[config.mk]
export PLATFORM = sky130hd
export DESIGN_NAME = receiver_buffer
export DESIGN_NICKNAME = d
export VERILOG_FILES = /design/src/rtl/rx_buffer_pkg.sv /design/src/rtl/receiver_buffer_word_fifo.sv /design/src/rtl/receiver_buffer.sv
export SDC_FILE = /design/constraint.sdc
export NUM_CORES = 1
export LEC_CHECK = 0
export ABC_AREA = 1
export CAP_MARGIN = 20
export CORE_ASPECT_RATIO = 0.75
export CORE_MARGIN = 4
export CORE_UTILIZATION = 35
export DETAILED_ROUTE_END_ITERATION = 10
export PLACE_DENSITY = 0.55
export SYNTH_ARGS = -nofsm -noshare
export SYNTH_HDL_FRONTEND = slang
export SYNTH_SLANG_ARGS = --single-unit
[constraint.sdc]
create_clock -name CLK -period 8.45 [get_ports CLK]
set_clock_uncertainty 0.05 [all_clocks]
set_input_delay 2.1125 -clock CLK [delete_from_list [all_inputs] [get_ports CLK]]
set_output_delay 2.1125 -clock CLK [all_outputs]
set_load 0.005 [all_outputs]
[src/rtl/rx_buffer_pkg.sv]
// Shared types for the UART receive-side word buffer.
package rx_buffer_pkg;
    localparam int WORD_BYTES = 4;

    typedef logic [31:0] word_t;

    typedef enum logic [1:0] {B0, B1, B2, B3} byte_idx_e;
endpackage

[src/rtl/receiver_buffer_word_fifo.sv]
// Word FIFO with first-word-fall-through read and registered full/empty flags.
module word_fifo
    import rx_buffer_pkg::*;
#(
    parameter int DEPTH_LOG2 = 5
) (
    input  logic  clk,
    input  logic  rst_n,
    input  logic  push_i,
    input  word_t data_i,
    input  logic  pop_i,
    output word_t data_o,
    output logic  full_o,
    output logic  empty_o
);
    localparam int DEPTH = 1 << DEPTH_LOG2;
    localparam logic [DEPTH_LOG2:0]   FULL_CNT = (DEPTH_LOG2+1)'(DEPTH);
    localparam logic [DEPTH_LOG2:0]   CNT_ONE  = (DEPTH_LOG2+1)'(1);
    localparam logic [DEPTH_LOG2-1:0] PTR_ONE  = DEPTH_LOG2'(1);

    word_t                 mem_q [DEPTH];
    logic [DEPTH_LOG2-1:0] head_q, tail_q;
    logic [DEPTH_LOG2:0]   count_q, count_d;
    logic                  full_q, valid_q;
    logic                  push_ok, pop_ok;

    // A pop on an empty FIFO is ignored, so a push into an empty FIFO never bypasses.
    assign pop_ok  = pop_i & valid_q;
    assign push_ok = push_i & (~full_q | pop_ok);

    always_comb begin
        count_d = count_q;
        if (push_ok && !pop_ok) begin
            count_d = count_q + CNT_ONE;
        end else if (!push_ok && pop_ok) begin
            count_d = count_q - CNT_ONE;
        end
    end

    always_ff @(posedge clk or negedge rst_n) begin
        if (!rst_n) begin
            head_q  <= '0;
            tail_q  <= '0;
            count_q <= '0;
            full_q  <= 1'b0;
            valid_q <= 1'b0;
        end else begin
            if (push_ok) tail_q <= tail_q + PTR_ONE;
            if (pop_ok)  head_q <= head_q + PTR_ONE;
            count_q <= count_d;
            full_q  <= (count_d == FULL_CNT);
            valid_q <= (count_d != '0);
        end
    end

    always_ff @(posedge clk) begin
        if (push_ok) mem_q[tail_q] <= data_i;
    end

    assign data_o  = valid_q ? mem_q[head_q] : '0;
    assign full_o  = full_q;
    assign empty_o = ~valid_q;
endmodule

[src/rtl/receiver_buffer.sv]
// Packs UART bytes big-endian into 32-bit words and queues them for the CPU.
module receiver_buffer
    import rx_buffer_pkg::*;
#(
    parameter int DEPTH_LOG2    = 5,
    parameter int RESYNC_CYCLES = 0
) (
    input  logic       CLK,
    input  logic       reset,
    input  logic [7:0] in_data,
    input  logic       in_valid,
    input  logic       read_req,
    output word_t      out_data,
    output logic       out_valid,
    output logic       full,
    output logic       overflow,
    input  logic       clear_overflow
);
    localparam int SHIFT_W = (WORD_BYTES - 1) * 8;
    localparam int IDLE_W  = (RESYNC_CYCLES > 1) ? $clog2(RESYNC_CYCLES + 1) : 1;
    localparam logic [IDLE_W-1:0] IDLE_LAST = IDLE_W'(RESYNC_CYCLES);
    localparam logic [IDLE_W-1:0] IDLE_ONE  = IDLE_W'(1);

    byte_idx_e            idx_q, idx_d;
    logic [SHIFT_W-1:0]   shift_q, shift_d;
    logic [IDLE_W-1:0]    idle_q, idle_d;
    logic                 overflow_q, overflow_d;
    logic                 push, drop, fifo_full, fifo_empty;
    word_t                word;

    assign word = {shift_q, in_data};

    always_comb begin
        idx_d   = idx_q;
        shift_d = shift_q;
        idle_d  = '0;
        push    = 1'b0;
        if (in_valid) begin
            shift_d = {shift_q[SHIFT_W-9:0], in_data};
            unique case (idx_q)
                B0: idx_d = B1;
                B1: idx_d = B2;
                B2: idx_d = B3;
                B3: begin
                    idx_d = B0;
                    push  = 1'b1;
                end
            endcase
        end else if (RESYNC_CYCLES != 0 && idx_q != B0) begin
            // Discard on the edge that completes the RESYNC_CYCLES-th idle cycle.
            if (idle_q + IDLE_ONE == IDLE_LAST) begin
                idx_d   = B0;
                shift_d = '0;
            end else begin
                idle_d = idle_q + IDLE_ONE;
            end
        end
    end

    assign drop       = push & fifo_full & ~(read_req & ~fifo_empty);
    assign overflow_d = (overflow_q & ~clear_overflow) | drop;

    always_ff @(posedge CLK or negedge reset) begin
        if (!reset) begin
            idx_q      <= B0;
            shift_q    <= '0;
            idle_q     <= '0;
            overflow_q <= 1'b0;
        end else begin
            idx_q      <= idx_d;
            shift_q    <= shift_d;
            idle_q     <= idle_d;
            overflow_q <= overflow_d;
        end
    end

    word_fifo #(.DEPTH_LOG2(DEPTH_LOG2)) u_fifo (
        .clk     (CLK),
        .rst_n   (reset),
        .push_i  (push),
        .data_i  (word),
        .pop_i   (read_req),
        .data_o  (out_data),
        .full_o  (fifo_full),
        .empty_o (fifo_empty)
    );

    assign out_valid = ~fifo_empty;
    assign full      = fifo_full;
    assign overflow  = overflow_q;
endmodule

* Word-level counts from Yosys, hierarchy flattened *
Memory sizes are Yosys's and may differ from the RTL's.
Cells that the tools add are included.

storage, ports and cells
  memories kept = 1
  register bits = 45
  memory bits (read-only) = 0
  bits in writable memories = 1,024
  logic and storage cells = 41
  latch bits = 0

cells by class
  div/mod/pow operators = 0
  magnitude comparators = 0
  $mul = 0
  multiplexer cells = 8
  shifts and indexed selects = 0
  bitwise operators = 10
  equal/unequal tests = 4
  add/sub/neg operators = 4
  reduce and logical (&&, ||, !) cells = 6

memories
  name          words  width  read ports  clocked after memory_dff  wr ports  RTL line                         text
  u_fifo.mem_q  32     32     1           0                         1         receiver_buffer_word_fifo.sv:21  word_t mem_q [DEPTH];

operators by type and width
  kind                   count
  $mux W32               1
  $mux W6                2
  $add A5 B1 Y5 const B  2
  $pmux W2 S4            1
  $add A6 B1 Y6 const B  1
  $eq A6 B6 Y1 const B   1
  $reduce_bool A6 Y1     1
  $sub A6 B1 Y6 const B  1
  $and A1 B1 Y1          5
  $eq A2 B2 Y1 const B   2
  $mux W1                4
  $not A1 Y1             3
  $eq A2 B1 Y1 const B   1
  $logic_and A1 B1 Y1    2
  $logic_not A1 Y1       2
  $logic_not A2 Y1       1
  $or A1 B1 Y1           2

* Longest topological paths before layout *
  word-level depth = 9
  gate-level depth with buffers = 12
  gate-level depth less buffers = 12

* By module *
A second synthesis with hierarchy kept.

second synthesis, totals
  cell total of the unflattened synthesis = 4,091
  area total of the unflattened synthesis = 44,660.3 um^2

modules (own cells, without submodules)
  module           times used  area an instance (um^2)  cells each
  word_fifo        1           43,530.5                 3,975
  receiver_buffer  1           1,129.8                  116

* Worst setup path before layout *
OpenSTA, ideal clock, no wires.

  path type = input-to-reg
  from = in in_valid
  to = mem u_fifo.mem_q[31][0] (netlist name) (enable)
  slack = 3.364 ns
  buffers on the path = 1
  data arrival time = 4.593 ns
  stages = 7
  data required time = 7.957 ns
  library setup time = 0.443 ns
  cell sequence = buf_4 nand2_2 inv_2 nand2_1 inv_2 nand2_1 nor4_2

between the ends
  word-level cells in the longest chain between the ends = 4

RTL lines
  element                        RTL line                         text
  from (decl)                    receiver_buffer.sv:11            input logic in_valid,
  $mux W1                        receiver_buffer.sv:38            if (in_valid) begin
  $and A1 B1 Y1                  receiver_buffer_word_fifo.sv:29  assign push_ok = push_i & (~full_q | pop_ok);
  $mux W1                        receiver_buffer_word_fifo.sv:57  if (push_ok) mem_q[tail_q] <= data_i;
  $mux W1 (implied by the code)  receiver_buffer_word_fifo.sv:57
  to (decl)                      receiver_buffer_word_fifo.sv:21

Every way passes these cells.

* Worst setup path in the final report *
  from = reg u_fifo.head_q[0]
  to = out out_data[16]

between the ends
  word-level cells in the longest chain between the ends = 2

RTL lines
  element                 RTL line                         text
  from (decl)             receiver_buffer_word_fifo.sv:22  logic [DEPTH_LOG2-1:0] head_q, tail_q;
  from (signal assigned)  receiver_buffer_word_fifo.sv:49  if (pop_ok) head_q <= head_q + PTR_ONE;
  $mem_v2 Z32 W32         --
  $mux W32                receiver_buffer_word_fifo.sv:60  assign data_o = valid_q ? mem_q[head_q] : '0;
  to (decl)               receiver_buffer.sv:13            output word_t out_data,

Every way passes these cells.

==> reports/metrics.cfg <==
[worst_setup_path]
cp-end-kind=output pin
rrSetupSlack_ps=4230
max_stage_delay_ps=760
worstPathRequired_ps=6290
reg2regPathDepth=8
r2r_start=u_fifo.valid_q$_DFF_PN0_
cp_common_cell=nand2_1
startpoint_type=flop
crit_path_cell_trace=inv_8 -> buf_12 -> nand2_1 -> nand2_1 -> nand2_1 -> a21oi_1 -> nor2_1 -> nand2_1 -> nand2_1 -> nor2_1 -> clkdlybuf4s50_1
path_max_fanout=122
cp.arrival_ps=4600
r2r_end=u_fifo.mem_q[11][0]$_DFFE_PP_
setup.worst_path.start=u_fifo.head_q[0]$_DFFE_PN0P_
critPathKind=reg2out
critPathCapture=out_data[16]
slowest_stage=dfrtp_4

[yosys]
yosysSeqAreaShare=0.712
async_flop_share=0.0421
synth_top_cell_by_area=edfxtp_1
ys_seq_elements=1069
syn_area_per_cell_um2=10.9
dominantRegCellSynth=edfxtp_1
synth.area.top_cells=edfxtp_1, nand2_1, nand3_1, nor2_1, dfrtp_1
yosys_warnings=0
synth_edf_count=1024
synthDistinctLibCells=29
syn_nets=4121
synthTopCellsByCount=nand2_1, edfxtp_1, nor2_1, nand3_1, inv_1
yosysMostFrequentCell=nand2_1
synth_top_area_frac=0.687
netlist_area_mm2=0.0448
synth_cells=4098

[global_routing]
grt_pass1_wl_um=190000
grt_pass1_vias=27352
overflow=0
antenna_found_initial=5
grt_use_total=0.190
grt_max_degree=151

[power]
power.leakage_nw=19.3
ir_drop_mv=0.307
power-per-cell-area_mw_per_mm2=330

[floorplan]
dieHeight_um=318
rows=113
dieArea_mm2=0.134
die_x_um=421
core_mm2=0.127
num_io_pins=48
start_util=0.353

[timing]
finalCritPeriodShare=0.800
slew_viol_final=0
fmax_mhz=148
max_slew_margin=0.259
tightest_slew_ps=1110
post-route-min-period_ps=6760
rsz0062_at_grt=no
hold_violations=0
setup_viol=0
totalNegativeSetupSlack_ps=0

[detailed_routing]
drc_errors=0
drtPass1Iterations=7
drt_iter0_markers=3463
ant_nets=0
wire_per_inst_um=22.1
vias=29129
routed_wl_um=130000
vias_per_cell=4.95

[cts]
numCtsBuffers=104
worstSkewPairLatency_ps=720
cts_tree=built
clockBufferDepth=3
root_buffer=clkbuf_16
htreeDepth=3
cts.clk_slew.worst_paths_ps=60
cts_resized=0
cts_setup_buffers=0
clock_sinks=1069
holdBufCountCts=0

[placement]
gp_congestion=0.784
placed_cell_area_mm2=0.0471
dp_cells=5675
numPortBuffers=47
dp_hpwl_um=68200

[layout]
fin_util=0.400
fill_cells=11980
multi_input_area_mm2=0.0108
final_nets=4146
ff_latch_area_mm2=0.0319
finalInstanceArea_mm2=0.0507
instances_no_fill=5881
layout-drive-gt1-share=0.0722
syn_to_final_growth_pct=13.3

[run]
max_cap_viol_count=0

[outcome]
outcome=completed

[hold_path]
hold_class=reg2reg

==> power breakdown <==
| part | internal (W) | switching, W |
|---|---|---|
| sequential | 0.00602 | 0.000230 |
| clock | 0.00262 | 0.00204 |
| combinational | 0.00175 | 0.00409 |
==> metrics by stage <==
stage / hold WS, ps / setup slack [ps] / total power (W)
6_report: 477 / 1690 / 0.0168
5_1_grt: 521 / 1400 / 0.0177
4_1_cts: 479 / 1630 / 0.0168
3_5_place_dp: 461 / 2420 / 0.0122
3_3_place_gp: 450 / 2410 / 0.0122
2_1_floorplan: 462 / 3360 / 0.00997
==> critical path: cells and delay by family, from the launching register on <==
| family | cells | cell delay, ps |
|---|---|---|
| compound gates | 1 | 170 |
| flops | 1 | 760 |
| buf+inv | 3 | 1870 |
| simple gates | 7 | 1000 |
==> cell usage in the layout (no fill, tap or decap), types with 20 or more instances in the layout <==
master / netlist / routed
clkinv_1: 2 / 20
dfrtp_1: 45 / 40
inv_1: 272 / 268
o21ai_0: 104 / 104
buf_4: 29 / 70
nor2_1: 470 / 439
o21ai_1: 41 / 41
clkbuf_16: 0 / 105
clkinv_2: 0 / 20
nand2_1: 1372 / 1372
clkbuf_1: 46 / 24
clkdlybuf4s50_1: 0 / 45
edfxtp_1: 1024 / 1024
nor2_4: 0 / 31
nand3_1: 466 / 466
a21oi_1: 41 / 41
==> routing by layer <==
layer | vias to the layer above | routed length (um) | GRT usage
li1 | 13721 | - | -
met1 | 14122 | 58400 | 0.274
met2 | 1089 | 57800 | 0.292
met3 | 195 | 9840 | 0.0370
met4 | 2 | 3730 | 0.0562
met5 | - | 13 | 0
==> area by class of cell <==
class | instances | area share
Sequential cell | 1069 | 0.629
Multi-Input combinational cell | 2532 | 0.213
Clock buffer | 139 | 0.0563
Tap cell | 1667 | 0.0411
Timing Repair Buffer | 139 | 0.0300
Inverter | 277 | 0.0208
Clock inverter | 56 | 0.0102
Antenna cell | 2 | 0.0000987
==> kinds of logic (layout without fill, tap and decap cells) <==
logic type | after synthesis | in the layout | share of synthesized area
adders and majority gates | 10 | 10 | 0.00279
xor gates and xnor gates | 9 | 9 | 0.00176
muxes | 8 | 8 | 0.00201
and+or+nand+nor | 2317 | 2317 | 0.208
other | 0 | 2 | 0
AOI/OAI and AO/OA | 188 | 188 | 0.0211
buffers and inverters | 497 | 611 | 0.0521
DFF | 1069 | 1069 | 0.712
==> worst min-delay path by stage <==
stage / startpoint / endpoint / cells after the start
CTS: shift_q[1]$_DFFE_PN0P_ / shift_q[9]$_DFFE_PN0P_ / 2
global route: shift_q[1]$_DFFE_PN0P_ / shift_q[9]$_DFFE_PN0P_ / 2
global placement: shift_q[1]$_DFFE_PN0P_ / shift_q[9]$_DFFE_PN0P_ / 2
detailed placement: shift_q[1]$_DFFE_PN0P_ / shift_q[9]$_DFFE_PN0P_ / 2
floorplan: u_fifo.count_q[5]$_DFF_PN0_ / u_fifo.count_q[5]$_DFF_PN0_ / 2
finish: shift_q[1]$_DFFE_PN0P_ / shift_q[9]$_DFFE_PN0P_ / 2
==> flip-flops by register name, summed over array words and instances (netlist names) <==
name            count
idx_q               2
overflow            1
shift_q            24
u_fifo.count_q      6
u_fifo.full_o       1
u_fifo.head_q       5
u_fifo.mem_q     1024
u_fifo.tail_q       5
u_fifo.valid_q      1
Power figures use the tool's default switching activity.
